### config.mk
export PLATFORM = sky130hd
export DESIGN_NAME = crddrop_stream_arb
export DESIGN_NICKNAME = d
export VERILOG_FILES = /design/src/rtl/crddrop_stream_arb.sv
export SDC_FILE = /design/constraint.sdc
export NUM_CORES = 1
export LEC_CHECK = 0
export CORE_MARGIN = 5
export CORE_UTILIZATION = 23
export CTS_BUF_LIST = sky130_fd_sc_hd__clkbuf_4 sky130_fd_sc_hd__clkbuf_8 sky130_fd_sc_hd__clkbuf_16
export CTS_CLUSTER_DIAMETER = 80
export CTS_CLUSTER_SIZE = 24
export DETAILED_ROUTE_END_ITERATION = 8
export GPL_TIMING_DRIVEN = 0
export PLACE_DENSITY = 0.7
export SETUP_SLACK_MARGIN = 0.05
export SLEW_MARGIN = 30
export SYNTH_ARGS = -nofsm -noshare
export SYNTH_HDL_FRONTEND = slang
export SYNTH_SLANG_ARGS = --single-unit
### constraint.sdc
create_clock -name clk -period 3.4 [get_ports clk]
set_input_delay 0.68 -clock clk [delete_from_list [all_inputs] [get_ports clk]]
set_output_delay 0.68 -clock clk [all_outputs]
set_load 0.05 [all_outputs]
### src/rtl/crddrop_stream_arb.sv
// Round-robin stream arbiter in front of one shared 2-lane crddrop datapath.
// Whole streams are granted at a time; an in-order owner queue steers datapath outputs back.

module crddrop_stream_arb_lane #(
  parameter int DATA_W   = 16,
  parameter int STOP_LSB = 8
) (
  input  logic                 in_act_i,
  input  logic                 grant_i,
  input  logic [1:0][DATA_W:0] rin_i,
  input  logic [1:0]           rin_vld_i,
  output logic [1:0]           rin_rdy_o,
  output logic [DATA_W:0]      dp_in_o,
  output logic                 dp_in_vld_o,
  input  logic                 dp_in_rdy_i,
  output logic                 in_tok_o,
  input  logic                 out_act_i,
  input  logic                 owner_i,
  input  logic [DATA_W:0]      dp_out_i,
  input  logic                 dp_out_vld_i,
  output logic                 dp_out_rdy_o,
  output logic [1:0]           rout_vld_o,
  input  logic [1:0]           rout_rdy_i,
  output logic                 out_tok_o
);
  function automatic logic is_done(input logic [DATA_W:0] p);
    return p[DATA_W] && (p[STOP_LSB+1:STOP_LSB] == 2'b01);
  endfunction

  always_comb begin
    rin_rdy_o    = '0;
    rout_vld_o   = '0;
    dp_in_o      = rin_i[grant_i];
    dp_in_vld_o  = in_act_i & rin_vld_i[grant_i];
    dp_out_rdy_o = out_act_i & rout_rdy_i[owner_i];
    if (in_act_i)  rin_rdy_o[grant_i]  = dp_in_rdy_i;
    if (out_act_i) rout_vld_o[owner_i] = dp_out_vld_i;
  end

  // act inputs already carry clk_en, so valid&ready here is a real transfer
  assign in_tok_o  = dp_in_vld_o & dp_in_rdy_i & is_done(dp_in_o);
  assign out_tok_o = dp_out_vld_i & dp_out_rdy_o & is_done(dp_out_i);
endmodule

module crddrop_stream_arb #(
  parameter int DATA_W     = 16,
  parameter int STOP_LSB   = 8,
  parameter int OWNQ_DEPTH = 4
) (
  input  logic            clk,
  input  logic            rst_n,
  input  logic            clk_en,
  input  logic [DATA_W:0] req0_in_0,
  input  logic            req0_in_0_valid,
  output logic            req0_in_0_ready,
  input  logic [DATA_W:0] req0_in_1,
  input  logic            req0_in_1_valid,
  output logic            req0_in_1_ready,
  input  logic [DATA_W:0] req1_in_0,
  input  logic            req1_in_0_valid,
  output logic            req1_in_0_ready,
  input  logic [DATA_W:0] req1_in_1,
  input  logic            req1_in_1_valid,
  output logic            req1_in_1_ready,
  output logic [DATA_W:0] dp_in_0,
  output logic            dp_in_0_valid,
  input  logic            dp_in_0_ready,
  output logic [DATA_W:0] dp_in_1,
  output logic            dp_in_1_valid,
  input  logic            dp_in_1_ready,
  input  logic [DATA_W:0] dp_out_0,
  input  logic            dp_out_0_valid,
  output logic            dp_out_0_ready,
  input  logic [DATA_W:0] dp_out_1,
  input  logic            dp_out_1_valid,
  output logic            dp_out_1_ready,
  output logic [DATA_W:0] req0_out_0,
  output logic            req0_out_0_valid,
  input  logic            req0_out_0_ready,
  output logic [DATA_W:0] req0_out_1,
  output logic            req0_out_1_valid,
  input  logic            req0_out_1_ready,
  output logic [DATA_W:0] req1_out_0,
  output logic            req1_out_0_valid,
  input  logic            req1_out_0_ready,
  output logic [DATA_W:0] req1_out_1,
  output logic            req1_out_1_valid,
  input  logic            req1_out_1_ready,
  output logic            busy,
  output logic            grant_id
);
  localparam int PTR_W = $clog2(OWNQ_DEPTH);
  localparam int CNT_W = PTR_W + 1;

  typedef enum logic {IDLE, LOCK} state_e;

  // lane-major packing: [k][r]
  logic [1:0][1:0][DATA_W:0] rin;
  logic [1:0][1:0]           rin_vld, rin_rdy, rout_vld, rout_rdy;
  logic [1:0][DATA_W:0]      dp_in, dp_out;
  logic [1:0]                dp_in_vld, dp_in_rdy, dp_out_vld, dp_out_rdy;
  logic [1:0]                in_act, out_act, in_tok, out_tok, cand;

  state_e                  state_q, state_d;
  logic                    rr_q, rr_d, grant_q, grant_d, pick, owner, full, push, pop;
  logic [1:0]              in_done_q, in_done_d, out_done_q, out_done_d;
  logic [OWNQ_DEPTH-1:0]   ownq_q;
  logic [PTR_W-1:0]        wr_q, wr_d, rd_q, rd_d;
  logic [CNT_W-1:0]        cnt_q, cnt_d;

  assign rin[0]     = {req1_in_0, req0_in_0};
  assign rin[1]     = {req1_in_1, req0_in_1};
  assign rin_vld[0] = {req1_in_0_valid, req0_in_0_valid};
  assign rin_vld[1] = {req1_in_1_valid, req0_in_1_valid};
  assign {req1_in_0_ready, req0_in_0_ready} = rin_rdy[0];
  assign {req1_in_1_ready, req0_in_1_ready} = rin_rdy[1];
  assign {dp_in_1, dp_in_0}             = dp_in;
  assign {dp_in_1_valid, dp_in_0_valid} = dp_in_vld;
  assign dp_in_rdy  = {dp_in_1_ready, dp_in_0_ready};
  assign dp_out     = {dp_out_1, dp_out_0};
  assign dp_out_vld = {dp_out_1_valid, dp_out_0_valid};
  assign {dp_out_1_ready, dp_out_0_ready} = dp_out_rdy;
  assign rout_rdy[0] = {req1_out_0_ready, req0_out_0_ready};
  assign rout_rdy[1] = {req1_out_1_ready, req0_out_1_ready};
  assign {req1_out_0_valid, req0_out_0_valid} = rout_vld[0];
  assign {req1_out_1_valid, req0_out_1_valid} = rout_vld[1];
  assign req0_out_0 = dp_out_0;
  assign req1_out_0 = dp_out_0;
  assign req0_out_1 = dp_out_1;
  assign req1_out_1 = dp_out_1;

  assign cand    = rin_vld[0] | rin_vld[1];
  assign pick    = cand[rr_q] ? rr_q : ~rr_q;
  assign full    = (cnt_q == CNT_W'(OWNQ_DEPTH));
  assign owner   = ownq_q[rd_q];
  assign in_act  = {2{clk_en && state_q == LOCK}} & ~in_done_q;
  assign out_act = {2{clk_en && cnt_q != '0}} & ~out_done_q;

  for (genvar k = 0; k < 2; k++) begin : g_lane
    crddrop_stream_arb_lane #(.DATA_W(DATA_W), .STOP_LSB(STOP_LSB)) u_lane (
      .in_act_i    (in_act[k]),
      .grant_i     (grant_q),
      .rin_i       (rin[k]),
      .rin_vld_i   (rin_vld[k]),
      .rin_rdy_o   (rin_rdy[k]),
      .dp_in_o     (dp_in[k]),
      .dp_in_vld_o (dp_in_vld[k]),
      .dp_in_rdy_i (dp_in_rdy[k]),
      .in_tok_o    (in_tok[k]),
      .out_act_i   (out_act[k]),
      .owner_i     (owner),
      .dp_out_i    (dp_out[k]),
      .dp_out_vld_i(dp_out_vld[k]),
      .dp_out_rdy_o(dp_out_rdy[k]),
      .rout_vld_o  (rout_vld[k]),
      .rout_rdy_i  (rout_rdy[k]),
      .out_tok_o   (out_tok[k])
    );
  end

  always_comb begin
    state_d    = state_q;
    rr_d       = rr_q;
    grant_d    = grant_q;
    in_done_d  = in_done_q;
    out_done_d = out_done_q;
    wr_d       = wr_q;
    rd_d       = rd_q;
    cnt_d      = cnt_q;
    push       = 1'b0;
    pop        = 1'b0;
    if (clk_en) begin
      if (state_q == IDLE) begin
        if (|cand && !full) begin
          push    = 1'b1;
          grant_d = pick;
          state_d = LOCK;
        end
      end else begin
        in_done_d = in_done_q | in_tok;
        if (&in_done_d) begin
          in_done_d = '0;
          rr_d      = ~grant_q;
          state_d   = IDLE;
        end
      end
      out_done_d = out_done_q | out_tok;
      if (&out_done_d) begin
        out_done_d = '0;
        pop        = 1'b1;
        rd_d       = rd_q + PTR_W'(1);
      end
      if (push) wr_d = wr_q + PTR_W'(1);
      cnt_d = cnt_q + CNT_W'(push) - CNT_W'(pop);
    end
  end

  always_ff @(posedge clk or negedge rst_n) begin
    if (!rst_n) begin
      state_q    <= IDLE;
      rr_q       <= 1'b0;
      grant_q    <= 1'b0;
      in_done_q  <= '0;
      out_done_q <= '0;
      ownq_q     <= '0;
      wr_q       <= '0;
      rd_q       <= '0;
      cnt_q      <= '0;
    end else if (clk_en) begin
      state_q    <= state_d;
      rr_q       <= rr_d;
      grant_q    <= grant_d;
      in_done_q  <= in_done_d;
      out_done_q <= out_done_d;
      wr_q       <= wr_d;
      rd_q       <= rd_d;
      cnt_q      <= cnt_d;
      if (push) ownq_q[wr_q] <= pick;
    end
  end

  assign busy     = (state_q == LOCK) || (cnt_q != '0);
  assign grant_id = grant_q;
endmodule

After elaboration in Yosys (flattened, before gate mapping)
Index checks and enable logic that the tools add are counted.
{ "totals": {"out_inout_bits": 116, "register_bits": 18, "wordCells": 112, "inputBits": 117} }
{ "op_classes": {"order_cmp": 8, "bitwise": 26, "n_mux": 38, "reduce_logical": 22, "eq_ne": 5, "n_addsub": 4} }
{ "ops": {"columns": ["operator", "n"], "rows": [
  ["2-to-1 mux 17 bit", 4],
  ["2-to-1 mux 1 bit", 23],
  ["AND 1 bit", 12],
  ["AND 2 bit", 6],
  ["2-to-1 mux 2 bit", 6],
  ["logical AND 1 bit", 10],
  ["AND reduction 2 bit", 5],
  ["equality test 2 x 1 -> 1 bit, second input constant", 4],
  ["less-than comparator 1 x 2 -> 1 bit, second input constant", 3],
  ["less-than comparator 2 x 3 -> 1 bit, second input constant", 2],
  ["OR 2 bit", 3],
  ["AND reduction 3 bit", 2],
  ["adder 2 x 1 -> 2 bit, second input constant", 2],
  ["bitwise mux 4 bit", 1],
  ["NOT 2 bit", 2],
  ["AND reduction 4 bit", 1],
  ["adder 3 x 1 -> 3 bit", 1],
  ["equality test 3 bit, second input constant", 1],
  ["NOT 1 bit", 3],
  ["nonzero test 3 bit", 1],
  ["subtractor 3 x 1 -> 3 bit", 1],
  ["binary-select mux 1 bit (select 2 bit)", 1],
  ["demux 1 bit (select 1 bit)", 2],
  ["demux 1 bit (select 2 bit)", 1],
  ["5 further kinds", 6]
]} }

Depth between registers and ports, before layout
{ "depth": {"ltp_word": 12, "mapped_depth": 13, "depth_no_buf": 13} }

Cells and area by module
From an unflattened synthesis, not the netlist that was laid out.
{ "hier_totals": {"hier_cells": 225, "area_unflattened_um2": 2125.8} }
{ "modules_own_cells": {"columns": ["mod", "area_each_um2", "cells_per_inst", "instances"], "rows": [
  ["crddrop_stream_arb", 1507.7, 159, 1],
  ["crddrop_stream_arb_lane", 309.0, 33, 2]
]} }

Worst setup path before layout
OpenSTA, ideal clock, no wires.
{ "synth_path": {"kind": "register -> output", "from": "register grant_q (netlist: grant_id)", "to": "output port req1_in_1_ready", "path_buffers": 3, "required_ns": 2.720, "arrival_ns": 3.074, "stages_incl_launch_ff": 5, "slack_ns": -0.354, "cell_sequence": "dfrtp_1 buf_2 buf_2 buf_1 nor4b_1"} }
{ "synth_between": {"elab_chain_len": 6, "word_cells_on_any_way": 7, "classes_between": "order compare (2); mux (3); bitwise (1); reduce/logical (1)"} }
{ "synth_rtl": {"columns": ["item", "line_no", "source"], "rows": [
  ["start: declaration", "105", "logic rr_q, rr_d, grant_q, grant_d, pick, owner, full, push, pop;"],
  ["start signal: assignment", "212", "grant_q <= grant_d;"],
  ["less-than comparator 1 x 2 -> 1 bit (not written as such) / >= comparator 1 bit (equally long branches)", "36", "if (in_act_i) rin_rdy_o[grant_i] = dp_in_rdy_i;"],
  ["logical AND 1 bit (not written as such)", "36", null],
  ["2-to-1 mux 1 bit (not written as such)", "36", null],
  ["demux 1 bit (select 1 bit) *", null, null],
  ["AND 2 bit (no source line) *", null, null],
  ["2-to-1 mux 2 bit *", "36", null],
  ["end: declaration", "64", "output logic req1_in_1_ready,"]
]} }
Mark *: on every way between the ends. The rest lies on a longest branch, timed or not.

Worst setup path in the final report
{ "layout_path": {"from": "register grant_q (netlist: grant_id)", "to": "output port dp_in_1[13]"} }
{ "layout_between": {"elab_chain_len": 2} }
{ "layout_rtl": {"columns": ["item", "line_no", "source"], "rows": [
  ["2-to-1 mux 17 bit (not written as such) (2 in series)", "33", "dp_in_o = rin_i[grant_i];"],
  ["end: declaration", "68", "output logic [DATA_W:0] dp_in_1,"]
]} }
No other way between the ends. The select of a mux whose other input is x is not followed.

==> flow_summary_export.csv <==
group,metric,value,unit
cells_and_area,antenna_cells,0,
route,via_per_inst,4.24,
synthesis,ys_seq_area_frac,0.219,
place,post_dp_cell_area,4260,um^2
synthesis,synthFlopType,"dfrtp_1",
worst_setup_path,setup.worst_path.class,"reg -> out",
die,die_h,105,um
cells_and_area,final_cell_area,4310,um^2
route,drt_iter0_markers,92,
synthesis,synth_area_per_cell,9.32,um^2
cells_and_area,finalNetCount,553,
synthesis,yosysTopAreaCell,"buf_4",
clock_network,clk_path_buf_depth,2,
cells_and_area,final_layout_size_suffix_gt1_frac,0.290,
grt,grtUsageTotal,0.136,
worst_hold_path,hp-class,"in -> async",
power,ir_drop,0.360,mV
timing,worst_slack,283,ps
route,postRouteAntennaNets,0,
worst_setup_path,crit_chain,"buf_2 -> buf_1 -> mux2_2 -> clkdlybuf4s50_1",
synthesis,synth_cells,221,
synthesis,yosysWarnings,0,
die,fp.dieW,105,um
clock_network,cts_post_setup_buffers_inserted,0,
status,outcome,"finished, final reports clean",
synthesis,synth_nets,345,
timing,worstMarginPinSlew,564,ps
route,via_count,2273,
worst_setup_path,setup.worst_path.end_class,"output pin",
place,io_buffers,204,
place,dpl_worst_slack,-207,ps
worst_setup_path,timing.rr.start,"rd_q[0]$_DFFE_PN0P_",
grt,grt_pass1_vias,2381,
synthesis,synth_area_leaders,"buf_4 25%, dfrtp_1 22%, mux2_2 21%, ha_1 3.6%, mux2i_1 2.9%",
worst_setup_path,startpoint_type,"flop",
timing,period_minus_slack,3120,ps
synthesis,synth_edf_count,0,
worst_setup_path,crit_path_end,"dp_in_1[13]",
timing,rsz0062_at_grt,"false",
power,power_leakage,1.83,nW
clock_network,htreeDepth,1,
worst_setup_path,crit_path_top_delay_cell,"clkdlybuf4s50_1",
clock_network,clk_latency,260,ps
timing,tns,0,ps
place,gp_congestion,0.726,
worst_setup_path,required,2720,ps
timing,fmax,321,MHz
timing,slew_violations,0,
synthesis,netlist_area,2060,um^2
clock_network,clock_sinks,18,
worst_setup_path,r2r_slack,330,ps
synthesis,ys_seq_elements,18,
timing,post-route-period-util,0.917,
die,ios,233,
die,die-area,10900,um^2
job,cap_violations,0,
timing,relSlewSlack,0.624,
synthesis,synth.distinct_cells,41,
grt,antenna_found_initial,0,
synthesis,synthArstFlopShare,1.00,
clock_network,cts_tree,"built",
clock_network,cts_buffers,3,
power,p_total,2.53,mW
route,post_drt_wl_per_cell,15.3,um
route,detail_route.wirelength,8.21,mm
die,initial_utilization,0.236,
route,drc,0,
cells_and_area,syn_to_final_growth,109,%
worst_setup_path,crit-reg2reg-capture,"cnt_q[2]$_DFFE_PN0P_",
die,fp-row-count,34,
clock_network,cts_root_buffer,"clkbuf_8",
timing,hold_viol,0,
route,dr.pass1.iters,3,
timing,whs,350,ps
worst_setup_path,cpPeakStageDelay,720,ps
grt,grt_max_degree,20,
worst_setup_path,cp_max_fo,10,
clock_network,clk_pin_slew,70,ps
grt,grt_overflow_total,0,
worst_setup_path,ff2ff_path_depth,12,
worst_setup_path,cp.arrival,2440,ps
worst_setup_path,startpoint,"grant_id$_DFFE_PN0P_",
synthesis,yosysTopAreaCellShare,0.248,
place,hpwl,7.34,mm
timing,skew,2.96,ps
power,powerDensity,587,nW/um^2
die,coreArea,8720,um^2
timing,finalSetupViolCount,0,
grt,grt_pass1_wl,12.4,mm
[where the power goes]
part           total, mW  switching, mW  internal [mW]
combinational       1.97           1.18          0.792
sequential         0.381         0.0813          0.300
clock              0.180         0.0771          0.103
[layout make-up]
cell class	count	area, um^2
sequential	18	450
clock buffer	4	55.1
tap	108	135
timing repair buffer	204	2030
multi-input combinational	116	1050
inverter	13	48.8
buffer	73	532
fill	809	4410
[through the flow]
| stage | cells | utilization |
|---|---|---|
| floorplan | 221 | - |
| global placement | 533 | 0.489 |
| detailed placement | 533 | 0.489 |
| CTS | 536 | 0.494 |
| global route | 536 | 0.494 |
| finish | 536 | 0.494 |
[routing by layer]
layer,up-vias,wire length (um),global-route usage
li1,1107,-,-
met1,1061,2870,0.145
met2,97,4590,0.270
met3,8,637,0.0339
met4,0,105,0.0237
met5,-,0,0
[registers in the layout, indices dropped and copies added (netlist names)]
| register | flops |
|---|---|
| state_q | 1 |
| grant_id | 1 |
| wr_q | 2 |
| out_done_q | 2 |
| cnt_q | 3 |
| rr_q | 1 |
| in_done_q | 2 |
| rd_q | 2 |
| ownq_q | 4 |
[Yosys cell counts, types with 2 or more instances]
library cell and number:
xnor2_1 4, buf_4 68, nand2_1 8, buf_1 3
ha_1 6, nor4b_1 2, mux2_2 39, o31a_1 2
o21ai_0 2, nand4_1 2, nor2_1 11, nand3b_1 3
nor3_1 5, dfrtp_1 18, inv_1 13, buf_2 2
mux2i_1 6, a21oi_1 4
[worst min path at each step]
stage	startpoint	slack, ps	endpoint
final	rst_n	350	wr_q[1]$_DFFE_PN0P_
after global routing	rst_n	390	wr_q[1]$_DFFE_PN0P_
after CTS	rd_q[1]$_DFFE_PN0P_	490	rd_q[1]$_DFFE_PN0P_
after detailed placement	rd_q[1]$_DFFE_PN0P_	480	rd_q[1]$_DFFE_PN0P_
after global placement	rd_q[1]$_DFFE_PN0P_	470	rd_q[1]$_DFFE_PN0P_
after floorplan	rst_n	380	cnt_q[0]$_DFFE_PN0P_
[layout by cell type (no fill, tap or decap), drive strengths merged, types with 2 or more instances in the layout]
master / netlist / layout
clkdlybuf4s50: 0 / 198
buf: 73 / 73
mux2: 39 / 39
dfrtp: 18 / 18
inv: 13 / 13
nor2: 11 / 11
nand2: 8 / 8
mux2i: 6 / 6
ha: 6 / 6
nor3: 5 / 5
clkbuf: 1 / 5
a21oi: 4 / 4
xnor2: 4 / 4
dlygate4sd2: 0 / 4
nand3b: 3 / 3
nor4b: 2 / 2
o31a: 2 / 2
o21ai: 2 / 2
nand4: 2 / 2
o31ai: 2 / 2
[logic make-up (layout without fill, tap and decap cells)]
kind of cell,after synthesis,in the layout,share of synthesized area
AOI/OAI and AO/OA,18,18,0.0699
and+or+nand+nor,40,40,0.107
DFF,18,18,0.219
adders and majority gates,7,7,0.0462
muxes,46,46,0.253
buffers and inverters,87,294,0.284
xor gates and xnor gates,5,5,0.0213
[what timing repair did]
action                                  in CTS  in global routing
hold buffers                                 0                  0
pin swaps                                    0                  0
endpoints found under the setup margin       9                  9
resized for setup                            4                  2
cloned                                       0                  0
[worst max-delay path: cells and delay by family (launching register included)]
family | cells | cell delay (ps)
flip-flops | 1 | 360
multiplexers | 1 | 400
buffers and inverters | 3 | 1420
Note: power is estimated with default switching activity, not from simulation.
